## src/rtl/crypt_job_engine.sv

```systemverilog
// Keyed round engine for encrypt/decrypt/replay jobs, fed by a small command FIFO.
// Optional error counter output Err_count is enabled by defining CRYPT_ERR_CNT_EN.
module crypt_job_engine #(
    parameter int RAW_W      = 60,
    parameter int TAG_W      = 18,
    parameter int ROUNDS     = 4,
    parameter int ROT        = 7,
    parameter int FIFO_DEPTH = 4,
    localparam int ENC_W     = RAW_W + TAG_W
) (
    input  logic             Clk,
    input  logic             Rst_n,
    input  logic             In_valid,
    output logic             In_ready,
    input  logic [1:0]       In_mode,
    input  logic [ENC_W-1:0] In_data,
    input  logic [RAW_W-1:0] Key,
    output logic             Out_valid,
    input  logic             Out_ready,
    output logic [1:0]       Out_mode,
    output logic [ENC_W-1:0] Out_data,
    output logic             Out_tag_err,
    output logic             Busy,
    output logic [15:0]      Job_count
`ifdef CRYPT_ERR_CNT_EN
    ,
    output logic [7:0]       Err_count
`endif
);

    // state | meaning
    // IDLE  | waiting for a command; pops the FIFO head when one is present
    // RUN   | one cipher round per edge; last round registers the result
    // OUT   | result presented on Out_*, held until Out_ready
    typedef enum logic [1:0] {IDLE, RUN, OUT} stateT;

    localparam int AW    = $clog2(FIFO_DEPTH);
    localparam int RCW   = (ROUNDS > 1) ? $clog2(ROUNDS) : 1;
    localparam int ROT_M = ROT % RAW_W;
    localparam int NCH   = (RAW_W + TAG_W - 1) / TAG_W;
    localparam logic [AW:0]    PTR_ONE = {{AW{1'b0}}, 1'b1};
    localparam logic [RCW-1:0] RC_ONE  = {{(RCW-1){1'b0}}, 1'b1};
    localparam logic [RCW-1:0] RC_LAST = RCW'(ROUNDS - 1);

    function automatic logic [RAW_W-1:0] rotl(input logic [RAW_W-1:0] v, input logic [31:0] amt);
        logic [2*RAW_W-1:0] d;
        d = {v, v} << amt;
        return d[2*RAW_W-1 -: RAW_W];
    endfunction

    function automatic logic [RAW_W-1:0] rotr(input logic [RAW_W-1:0] v, input logic [31:0] amt);
        logic [2*RAW_W-1:0] d;
        d = {v, v} >> amt;
        return d[RAW_W-1:0];
    endfunction

    // XOR-fold of the plaintext in TAG_W-bit chunks, top chunk zero-padded
    function automatic logic [TAG_W-1:0] tagFold(input logic [RAW_W-1:0] p);
        logic [NCH*TAG_W-1:0] padded;
        logic [TAG_W-1:0]     t;
        padded            = '0;
        padded[RAW_W-1:0] = p;
        t                 = '0;
        for (int i = 0; i < NCH; i++) t ^= padded[i*TAG_W +: TAG_W];
        return t;
    endfunction

    stateT state;

    logic [ENC_W+1:0] fifoMem [FIFO_DEPTH];
    logic [AW:0]      wrPtr, rdPtr;
    logic             fifoFull, fifoEmpty, doPush, doPop;
    logic [ENC_W+1:0] fifoHead;

    assign fifoEmpty = (wrPtr == rdPtr);
    assign fifoFull  = (wrPtr[AW] != rdPtr[AW]) && (wrPtr[AW-1:0] == rdPtr[AW-1:0]);
    assign In_ready  = !fifoFull;
    assign doPush    = In_valid && !fifoFull;
    assign doPop     = (state == IDLE) && !fifoEmpty;
    assign fifoHead  = fifoMem[rdPtr[AW-1:0]];
    assign Busy      = (state != IDLE) || !fifoEmpty;

    always_ff @(posedge Clk) begin
        if (doPush) fifoMem[wrPtr[AW-1:0]] <= {In_mode, In_data};
    end

    always_ff @(posedge Clk or negedge Rst_n) begin
        if (!Rst_n) begin
            wrPtr <= '0;
            rdPtr <= '0;
        end else begin
            if (doPush) wrPtr <= wrPtr + PTR_ONE;
            if (doPop)  rdPtr <= rdPtr + PTR_ONE;
        end
    end

    logic [RAW_W-1:0] xReg, keyReg, plainReg, lastPlain;
    logic [TAG_W-1:0] rxTag;
    logic [RCW-1:0]   roundsLeft;
    logic             isDec;
    logic [31:0]      rIdx, keyRot;
    logic [RAW_W-1:0] roundKey, xNext;

    // roundsLeft counts down for both directions; encrypt maps it to an ascending round index
    always_comb begin
        rIdx     = isDec ? 32'(roundsLeft) : (32'(ROUNDS - 1) - 32'(roundsLeft));
        keyRot   = (rIdx * 32'd5) % 32'(RAW_W);
        roundKey = rotl(keyReg, keyRot);
        xNext    = isDec ? (rotr(xReg, 32'(ROT_M)) ^ roundKey)
                         : rotl(xReg ^ roundKey, 32'(ROT_M));
    end

    always_ff @(posedge Clk or negedge Rst_n) begin
        if (!Rst_n) begin
            state       <= IDLE;
            xReg        <= '0;
            keyReg      <= '0;
            plainReg    <= '0;
            lastPlain   <= '0;
            rxTag       <= '0;
            roundsLeft  <= '0;
            isDec       <= 1'b0;
            Out_valid   <= 1'b0;
            Out_mode    <= 2'd0;
            Out_data    <= '0;
            Out_tag_err <= 1'b0;
            Job_count   <= 16'd0;
        end else begin
            case (state)
                IDLE: begin
                    if (!fifoEmpty) begin
                        keyReg   <= Key;
                        Out_mode <= fifoHead[ENC_W+1:ENC_W];
                        case (fifoHead[ENC_W+1:ENC_W])
                            2'd0: begin
                                xReg       <= fifoHead[RAW_W-1:0];
                                plainReg   <= fifoHead[RAW_W-1:0];
                                isDec      <= 1'b0;
                                roundsLeft <= RC_LAST;
                                state      <= RUN;
                            end
                            2'd1: begin
                                xReg       <= fifoHead[RAW_W-1:0];
                                rxTag      <= fifoHead[ENC_W-1:RAW_W];
                                isDec      <= 1'b1;
                                roundsLeft <= RC_LAST;
                                state      <= RUN;
                            end
                            2'd2: begin
                                Out_data    <= {{TAG_W{1'b0}}, lastPlain};
                                Out_tag_err <= 1'b0;
                                Out_valid   <= 1'b1;
                                state       <= OUT;
                            end
                            default: begin
                                Out_data    <= '0;
                                Out_tag_err <= 1'b1;
                                Out_valid   <= 1'b1;
                                state       <= OUT;
                            end
                        endcase
                    end
                end
                RUN: begin
                    xReg <= xNext;
                    if (roundsLeft == '0) begin
                        if (isDec) begin
                            Out_data    <= {{TAG_W{1'b0}}, xNext};
                            Out_tag_err <= (tagFold(xNext) != rxTag);
                            lastPlain   <= xNext;
                        end else begin
                            Out_data    <= {tagFold(plainReg), xNext};
                            Out_tag_err <= 1'b0;
                        end
                        Out_valid <= 1'b1;
                        state     <= OUT;
                    end else begin
                        roundsLeft <= roundsLeft - RC_ONE;
                    end
                end
                OUT: begin
                    if (Out_ready) begin
                        Out_valid <= 1'b0;
                        Job_count <= Job_count + 16'd1;
                        state     <= IDLE;
                    end
                end
                default: state <= IDLE;
            endcase
        end
    end

`ifdef CRYPT_ERR_CNT_EN
    always_ff @(posedge Clk or negedge Rst_n) begin
        if (!Rst_n) begin
            Err_count <= 8'd0;
        end else if (Out_valid && Out_ready && Out_tag_err && (Err_count != 8'hFF)) begin
            Err_count <= Err_count + 8'd1;
        end
    end
`endif

endmodule

```

## config.mk

```make
export PLATFORM = sky130hd
export DESIGN_NAME = crypt_job_engine
export DESIGN_NICKNAME = d
export VERILOG_FILES = /design/src/rtl/crypt_job_engine.sv
export SDC_FILE = /design/constraint.sdc
export NUM_CORES = 1
export LEC_CHECK = 0
export BUFFER_PORTS_ARGS = -buffer_cell sky130_fd_sc_hd__buf_2
export CAP_MARGIN = 15
export CORE_AREA = 2 2 367 223
export DETAILED_ROUTE_END_ITERATION = 8
export DIE_AREA = 0 0 369 225
export PLACE_DENSITY_LB_ADDON = 0.2
export SLEW_MARGIN = 40
export SYNTH_ARGS = -nofsm -noshare
export SYNTH_HDL_FRONTEND = slang
export SYNTH_SLANG_ARGS = --single-unit
```

## constraint.sdc

```tcl
create_clock -name Clk -period 6.6 [get_ports Clk]
set_input_delay 0.99 -clock Clk [delete_from_list [all_inputs] [get_ports Clk]]
set_output_delay 0.99 -clock Clk [all_outputs]
set_load 0.01 [all_outputs]
```

======== Word-level counts from Yosys, hierarchy flattened ========
Memory sizes are Yosys's and may differ from the RTL's.
Cells that the tools add are included.
cells by class
  add/subtract/negate cells ............... 5
  multiply operators ...................... 1
  divide/modulo/power cells ............... 1
  equality and inequality tests ........... 14
  shift operators ......................... 1
  mux-type cells .......................... 32
  bitwise operators ....................... 9
  reductions and logical operators ........ 25
operators with widths
  cell                                                 count
  case mux 78 bit (2 select lines)                     2
  2-to-1 mux 78 bit                                    3
  2-to-1 mux 60 bit                                    3
  case mux 60 bit (2 select lines)                     1
  left shift 120 x 32 -> 120 bit                       1
  bitwise XOR 60 bit                                   2
  bitwise XOR 18 bit                                   4
  bitwise XOR 18 x 6 -> 18 bit                         2
  modulo 32 x 6 -> 32 bit (second input constant)      1
  multiplier 32 x 3 -> 32 bit (second input constant)  1
  2-to-1 mux 32 bit                                    1
  inequality test 18 bit                               1
  AND reduction 3 bit                                  6
  adder 16 x 1 -> 16 bit (second input constant)       1
  2-to-1 mux 2 bit                                     7
  inequality test 2 bit (second input constant)        6
  2-to-1 mux 1 bit                                     9
  AND reduction 4 bit                                  2
  adder 3 x 1 -> 3 bit (second input constant)         2
  zero test 2 bit                                      3
  case mux 1 bit (2 select lines)                      3
  case mux 2 bit (3 select lines)                      1
  nonzero test 2 bit                                   3
  AND reduction 5 bit                                  1
  other kinds (16)                                     22
word-level totals
  register bits after elaboration ......... 367
  bits in writable memories ............... 320
  output and inout bits ................... 100
  logic and storage cells ................. 104
  memories ................................ 1
memory list
  memory   words  bits a word  rd ports  clocked after memory_dff  wr ports  RTL line  text
  fifoMem  4      80           1         0                         1         70        logic [ENC_W+1:0] fifoMem [FIFO_DEPTH];

======== Depth between registers and ports, before layout ========
Gate-level depths: netlist of run 1.
  depth in word-level cells ............... 14
  gate-level depth with buffers ........... 13

======== Worst setup path after synthesis of run 1 ========
OpenSTA, ideal clock, no wires.
  path type ............................... register to register
  from .................................... register rdPtr[1]
  to ...................................... memory fifoMem[3][0] in the netlist's numbering, enable pin
  data arrival time ....................... 3.021 ns
  data required time ...................... 6.151 ns
  path slack .............................. 3.130 ns
  cell stages (with the launch flop) ...... 6
  path buffers ............................ 1
  path through ............................ dfrtp_1 clkbuf_1 xor2_1 nor2_1 nand2_1 and3_1
on the way
  cells in the longest elaborated chain, start to end .. 6
ends and longest elaborated chain
  element                                 RTL line  text
  from (decl)                             71        logic [AW:0] wrPtr, rdPtr;
  from (signal assigned)                  93        if (doPop) rdPtr <= rdPtr + PTR_ONE;
  == test 2 bit                           76        assign fifoFull = (wrPtr[AW] != rdPtr[AW]) && (wrPtr[AW-1:0] == rdPtr[AW-1:0]);
  logical AND 1 bit                       76
  zero test 1 bit                         n/a
  net In_ready                            14        output logic In_ready,
  logical AND 1 bit                       78        assign doPush = In_valid && !fifoFull;
  2-to-1 mux 1 bit                        84        if (doPush) fifoMem[wrPtr[AW-1:0]] <= {In_mode, In_data};
  2-to-1 mux 1 bit (implied by the code)  84
  to (decl)                               70
The timed path passes the listed nets, and every way through them passes these cells.

======== Final worst setup path of run 1 ========
  from .................................... register roundsLeft[1]
  to ...................................... register Out_tag_err
on the way
  cells in the longest elaborated chain, start to end .. 14
  elaborated cells on any way between the ends .. 18
  classes of those cells .................. add/sub: 1; mul: 1; div: 1; eq/ne: 2; shift: 1; mux: 5; bitwise: 5; reduce/logical: 2
ends and longest elaborated chain
  element                                       RTL line  text
  from (decl)                                   99        logic [RCW-1:0] roundsLeft;
  from (signal assigned)                        178       roundsLeft <= roundsLeft - RC_ONE;
  subtractor 2 x 2 -> 3 bit                     106       rIdx = isDec ? 32'(roundsLeft) : (32'(ROUNDS - 1) - 32'(roundsLeft));
  2-to-1 mux 32 bit                             106
  multiplier 32 x 3 -> 32 bit                   107       keyRot = (rIdx * 32'd5) % 32'(RAW_W);
  modulo 32 x 6 -> 32 bit                       107
  left shift 120 x 32 -> 120 bit                47        d = {v, v} << amt;
  bitwise XOR 60 bit, on equally long branches  110, 109
  2-to-1 mux 60 bit                             109       xNext = isDec ? (rotr(xReg, 32'(ROT_M)) ^ roundKey)
  bitwise XOR 18 bit (2 in series)              64        for (int i = 0; i < NCH; i++) t ^= padded[i*TAG_W +: TAG_W];
  bitwise XOR 18 x 6 -> 18 bit                  64
  inequality test 18 bit                        169       Out_tag_err <= (tagFold(xNext) != rxTag);
  2-to-1 mux 1 bit                              167       if (isDec) begin
  2-to-1 mux 1 bit                              166       if (roundsLeft == '0) begin
  case mux 1 bit (2 select lines)               129       case (state)
  to (signal assigned)                          169
  to (decl)                                     22        output logic Out_tag_err,
Several ways; a longest one is shown, not always the timed one. The select of a mux whose other input is x is not followed.
A chain may end at the register's enable or synchronous reset.

==> key figures, run 1 <==
CTS
  • Number of gates resized after cts: 0
  • Number of post-CTS setup repair buffers: 0
  • Clock Latency Late Sink: 0.66 ns
  • CTS hold repair buffers: 0
  • H-tree depth: 3
  • Root buffer cell: clkbuf_16
  • CTS clk-pin slew, worst paths: approximately 0.06 ns
  • CTS Buf Count: 67
  • Clock tree buffer depth: 3
  • TritonCTS clock tree: yes
  • Clock Sink Count: 687

Synthesis
  • Post-synthesis mux area share: 0.197
  • Mapped cell area: 31600 µm²
  • #FFs+latches synth: 687
  • Most used DFF post-synth: dfrtp_1
  • Synth async-reset ratio: 0.534
  • EDFF count, synth: 320
  • Compound-Gate Fraction of Synth Area: 0.0656
  • Synth Area in XOR/XNOR: 0.0697
  • Seq/Total Area, Yosys: 0.594
  • Synth Area per Inst: approximately 14 µm²
  • Netlist cell types: 53
  • Yosys warning count: 0
  • Synth Area in Simple Gates: 0.0483
  • Largest family of logic cells by synthesized area: multiplexers
  • Syn_nets: 2364
  • Adder-cell share of the synthesized area: 0.00277
  • Post-Synthesis Cells: between 2000 and 2500

Timing
  • Post-layout min period: 4.30 ns
  • Least-Margin Pin Slew: 0.891 ns
  • Final setup TNS: 0 ns
  • Final Skew: 0.0376 ns
  • Relative slew slack: 0.406
  • Unrepaired setup endpoints after global routing: no
  • Hold Fails Final Rpt: 0
  • Maximum clock rate: 232 MHz
  • Final Setup Violations: 0
  • Tcrit/Tclk final: 0.652
  • Pins over their slew limit: 0

Global route
  • Congestion Overflow GR: 0
  • Global-route wire length before repair: 145000 µm
  • Largest net degree at the start of global routing: between 100 and 150
  • Total GRT Usage: 0.244
  • Vias in the first global route: ~20000
  • Number of antenna violations at the first check in global routing: 4

Die
  • Row count: 80
  • Chip Height: 225 µm
  • I/O pin cnt: 244
  • Initial Util: 0.399
  • Die X: 369 µm
  • Core area: 79300 µm²
  • Die area: a little over 80000 µm²

Place
  • Post-DP HPWL: a little over 70000 µm
  • # port buffers: 243
  • GPL Wtd Cong: just under 1

Route
  • DR DRC count: 0
  • Via count: between 20000 and 25000
  • Drt first pass iters: 6
  • Iteration-0 DRC Markers: 2192
  • Drt via density: 5.68
  • ANT nets after route: 0
  • Routed wire length: 100000 µm
  • Wirelength per Cell: approximately 28 µm

Cells and area
  • Register area: between 15000 and 20000 µm²
  • NumNets Final: ~2600
  • Fillers: slightly above 7000
  • Share of cells above drive strength 1: 0.290
  • Syn-to-layout area delta: 14.1%
  • Area of the multi-input gates: 12200 µm²

Job
  • Max-Cap Viols: 0

Status
  • Status: complete, no violations

Critical path
  • CP Cell Sequence: clkinv_1 -> buf_4 -> mux4_2 -> xor2_1 -> mux2i_1 -> xor2_1 -> xnor2_1 -> xnor2_1 -> nor4_1 -> a31oi_1
  • Crit path launch type: register
  • Setup CP Type: reg2reg
  • Crit path max-delay cell type: dfrtp_4
  • Worst-path maximum fanout: 47
  • Critical path origin: roundsLeft[1]
  • CP peak stage delay: a little under 0.9 ns
  • Worst path required time: a little over 7 ns
  • Worst EP arrival: 4.81 ns
  • RR Startpoint: roundsLeft[1]
  • Worst setup EP type: register

Hold path
  • Hold Path Class: in2async
==> kinds of logic (layout without fill, tap and decap cells) <==
group / count (synthesis) / in the layout
simple gates: 371 / 371
buf+inv: 147 / 408
fa+ha+maj: 7 / 7
compound gates: 387 / 387
flops: 687 / 687
other cells: 0 / 4
xor+xnor: 247 / 247
mux: 367 / 367
==> path summary, 6_finish.rpt <==
path	slack [ns]	cells past startpoint	end
max	2.30	10	Out_tag_err
min reg2reg	0.48	1	Job_count[15]
min	0.31	1	Job_count[6]
min in group Clk	0.48	1	Job_count[15]
max reg2reg	2.30	10	Out_tag_err
max in group asynchronous	4.84	3	keyReg[41]
==> Yosys cell counts (7+ instances only) <==
library cell,n,area share
and2_1,17,0.0034
nand3_1,8,0.0013
xnor2_1,151,0.042
clkbuf_1,91,0.011
ha_1,7,0.0028
mux2i_1,34,0.011
nand2_1,243,0.029
o21ai_0,188,0.030
buf_4,8,0.0019
buf_2,14,0.0022
mux4_2,180,0.13
nor2_1,74,0.0088
dfrtp_1,367,0.29
and3_1,7,0.0014
edfxtp_1,320,0.30
xor2_1,93,0.026
mux2_2,142,0.051
buf_1,15,0.0018
buf_6,7,0.0025
a21oi_1,144,0.023
o31ai_1,32,0.0076
inv_1,7,0.00083
==> worst max-delay path, delay by kind of cell (launching register included) <==
kind	cells	cell delay, ns
AOI/OAI and AO/OA	1	0.13
xor gates and xnor gates	4	1.08
buffers and inverters	2	0.92
DFF	1	0.88
muxes	2	0.77
and+or+nand+nor	1	0.34
==> cell type report <==
cell class                 count  area share
tap                         1066      0.0370
antenna                        4    0.000277
clock buffer                 101      0.0523
multi-input combinational   1379       0.338
sequential                   687       0.521
timing repair buffer         277      0.0446
inverter                       8    0.000832
clock inverter                22     0.00558
==> registers in the layout, indices dropped and copies added, names as in the netlist <==
name / count
roundsLeft: 2
Out_valid: 1
rdPtr: 3
isDec: 1
state: 2
keyReg: 60
Out_data: 78
lastPlain: 60
rxTag: 18
xReg: 60
Out_tag_err: 1
Out_mode: 2
fifoMem: 320
Job_count: 16
wrPtr: 3
plainReg: 60
==> routing by layer <==
layer  wire, µm  GRT usage  share of wire
met2      43900      0.353           0.44
met1      44800      0.365           0.45
met5         21          0        0.00021
met4       1860     0.0540          0.019
met3       9560     0.0663          0.095
==> stage by stage <==
stage               std cells  instance area (µm²)   util  setup WS (ns)  hold slack (ns)
floorplan                2213                31600      -           3.13            0.449
global placement         3411                33800  0.427           2.14            0.458
detailed placement       3416                33900  0.428           2.44            0.466
CTS                      3539                36000  0.454           2.41            0.311
global route             3540                36100  0.455           2.04            0.344
finish                   3544                36100  0.455           2.30            0.308
==> cell usage in the layout (no fill, tap or decap), types with 93 or more instances in the layout <==
cell	synthesis	routed
a21oi_1	144	144
buf_2	14	242
dfrtp_1	367	362
edfxtp_1	320	320
mux2_2	142	142
mux4_2	180	180
nand2_1	243	243
o21ai_0	188	184
xnor2_1	151	151
xor2_1	93	93
Power of run 1 is not shown: default switching activity piles up to over one toggle a cycle in this logic, so the estimate is an artifact.
==> inputs of run 2 (changes only) <==
Clock period 6.6 ns to 3.9 ns, I/O delays scaled along.
==> run 2 against run 1 <==
Register-to-register slack got worse by 2.1 ns; non-clock buffer count increased by 55; hold slack got worse by 0.14 ns; utilization increased by 0.93 points; final area increased by 2.1%; clock skew decreased by 0.0071 ns; via count decreased by 0.15%; global-route usage increased by 0.26 points; sequential share of layout area decreased by 1.0 points; count of clock-buffer cells in the layout decreased by 9; largest cell class unchanged; highest routed layer unchanged.
==> key figures, run 2 (synthesis gave the netlist of run 1 again) <==
Timing
  • Least-Margin Pin Slew: 0.815 ns
  • Pins over their slew limit: 0
  • Maximum clock rate: 267 MHz
  • Post-layout min period: 3.74 ns
  • Final Skew: 0.0304 ns
  • Final Setup Violations: 0
  • Unrepaired setup endpoints after global routing: no
  • Tcrit/Tclk final: 0.959
  • Hold Fails Final Rpt: 0
  • Final setup TNS: 0 ns
  • Relative slew slack: 0.455

Critical path
  • Critical path origin: roundsLeft[0]
  • Most used cell, CP: xnor2_1
  • CP peak stage delay: 0.59 ns
  • Cell count of the worst reg-to-reg path: 11
  • Worst-path maximum fanout: 38
  • Worst path bufs/invs: 2
  • Crit path max-delay family: XOR/XNOR gates
  • Setup CP Type: reg2reg
  • FF-to-FF End: Out_tag_err
  • Crit path launch type: register
  • Worst reg-to-reg setup slack: 0.16 ns
  • RR Startpoint: roundsLeft[0]
  • Crit path max-delay cell type: dfrtp_4
  • Worst path required time: between 4 and 5 ns
  • Worst EP arrival: 4.25 ns
  • Worst setup EP type: register
  • CP Cell Sequence: xnor2_4 -> buf_12 -> buf_4 -> mux4_2 -> xnor2_1 -> mux2i_2 -> xor2_1 -> xnor2_1 -> nand4_1 -> nor3_2 -> a31oi_1

Place
  • # port buffers: 243
  • Post-DP HPWL: 74700 µm
  • GPL Wtd Cong: 0.982

Route
  • Iteration-0 DRC Markers: 2442
  • ANT nets after route: 0
  • Routed wire length: 101000 µm
  • Drt via density: 5.58
  • Wirelength per Cell: ~28 µm
  • DR DRC count: 0
  • Drt first pass iters: 5
  • Via count: 20096

Die
  • Die area: 83000 µm²
  • Chip Height: 225 µm
  • Row count: 80
  • I/O pin cnt: about 240
  • Core area: 79300 µm²
  • Die X: 369 µm
  • Initial Util: 0.399

Hold path
  • Hold_sp: In_data[25]
  • Hold path cells: 1
  • Worst Hold Path EP: fifoMem[0][25]
  • Hold Path Class: in2reg

CTS
  • CTS Buf Count: 67
  • Root buffer cell: clkbuf_16
  • CTS clk-pin slew, worst paths: approximately 0.080 ns
  • Clock tree buffer depth: 3
  • Clock Sink Count: 687
  • TritonCTS clock tree: yes
  • H-tree depth: 3
  • Clock Latency Late Sink: 0.64 ns

Status
  • Status: complete, no violations

Cells and area
  • Highest-count cells in the layout ignoring fill and taps: dfrtp_1 (362), edfxtp_1 (320), nand2_1 (243)
  • Share of cells above drive strength 1: 0.314
  • Commonest non-fill, non-tap cell in the layout: dfrtp_1
  • Syn-to-layout area delta: 16.4%
  • Max reg flops: 320
  • NumNets Final: 2626

Global route
  • Global route hottest layer: met1
  • Vias in the first global route: 20033
  • Congestion Overflow GR: 0
  • Met1 Use GR: 0.362
  • Number of antenna violations at the first check in global routing: 9
  • M3 GR Usage: 0.0792
  • Grt met2 use: 0.356
  • Largest net degree at the start of global routing: 87
  • Global-route wire length before repair: 146000 µm
  • Total GRT Usage: 0.246

Job
  • Max-Cap Viols: 0
[run 2: how the worst max path moves through the flow]
stage | end | slack, ns | cells after the start
global route | Out_tag_err | 0.04 | 11
finish | Out_tag_err | 0.16 | 11
global placement | Out_tag_err | 0.13 | 11
floorplan | fifoMem[3][0] | 0.43 | 5
CTS | Out_tag_err | 0.20 | 11
detailed placement | Out_tag_err | 0.21 | 11
[run 2: metrics by stage]
stage,hold slack [ns],cells,area (µm²),utilization,setup slack (ns)
2_1_floorplan,0.289,2213,31600,-,0.430
3_3_place_gp,0.457,3469,34600,0.436,0.134
3_5_place_dp,0.466,3470,34600,0.436,0.208
4_1_cts,0.116,3595,36800,0.464,0.204
5_1_grt,0.129,3597,36800,0.464,0.0375
6_report,0.163,3599,36800,0.464,0.161
[run 2: timing repair]
item	CTS	global route
hold endpoints to repair	17	0
endpoints found under the setup margin	0	1
buffers inserted	0	0
resized for setup	0	1
hold buffers	1	0
[run 2: area by class of cell]
| type | instances | area [µm²] |
|---|---|---|
| diodes | 3 | 7.51 |
| well taps | 1066 | 1330 |
| flip-flops and latches | 687 | 18800 |
| fillers | 7098 | 42500 |
| inverters | 8 | 30.0 |
| multi-input cells | 1379 | 12200 |
| clock buffers | 92 | 1920 |
| clock inverters | 32 | 270 |
| repair buffers | 332 | 2250 |
[run 2: per-layer routing]
metal	part of all wire	up-vias
met2	0.43	887
met3	0.11	131
met1	0.45	10354
li1	-	8720
met4	0.020	4
met5	0.00023	-
[run 2: worst reg2reg max path, cell delays in order, from the launching register on]
cell and delay, ns:
dfrtp_4 0.59, xnor2_4 0.21, buf_12 0.29, buf_4 0.27
mux4_2 0.53, xnor2_1 0.56, mux2i_2 0.33, xor2_1 0.25
xnor2_1 0.21, nand4_1 0.17, nor3_2 0.15, a31oi_1 0.09
Power of run 2 is left out for the same reason.
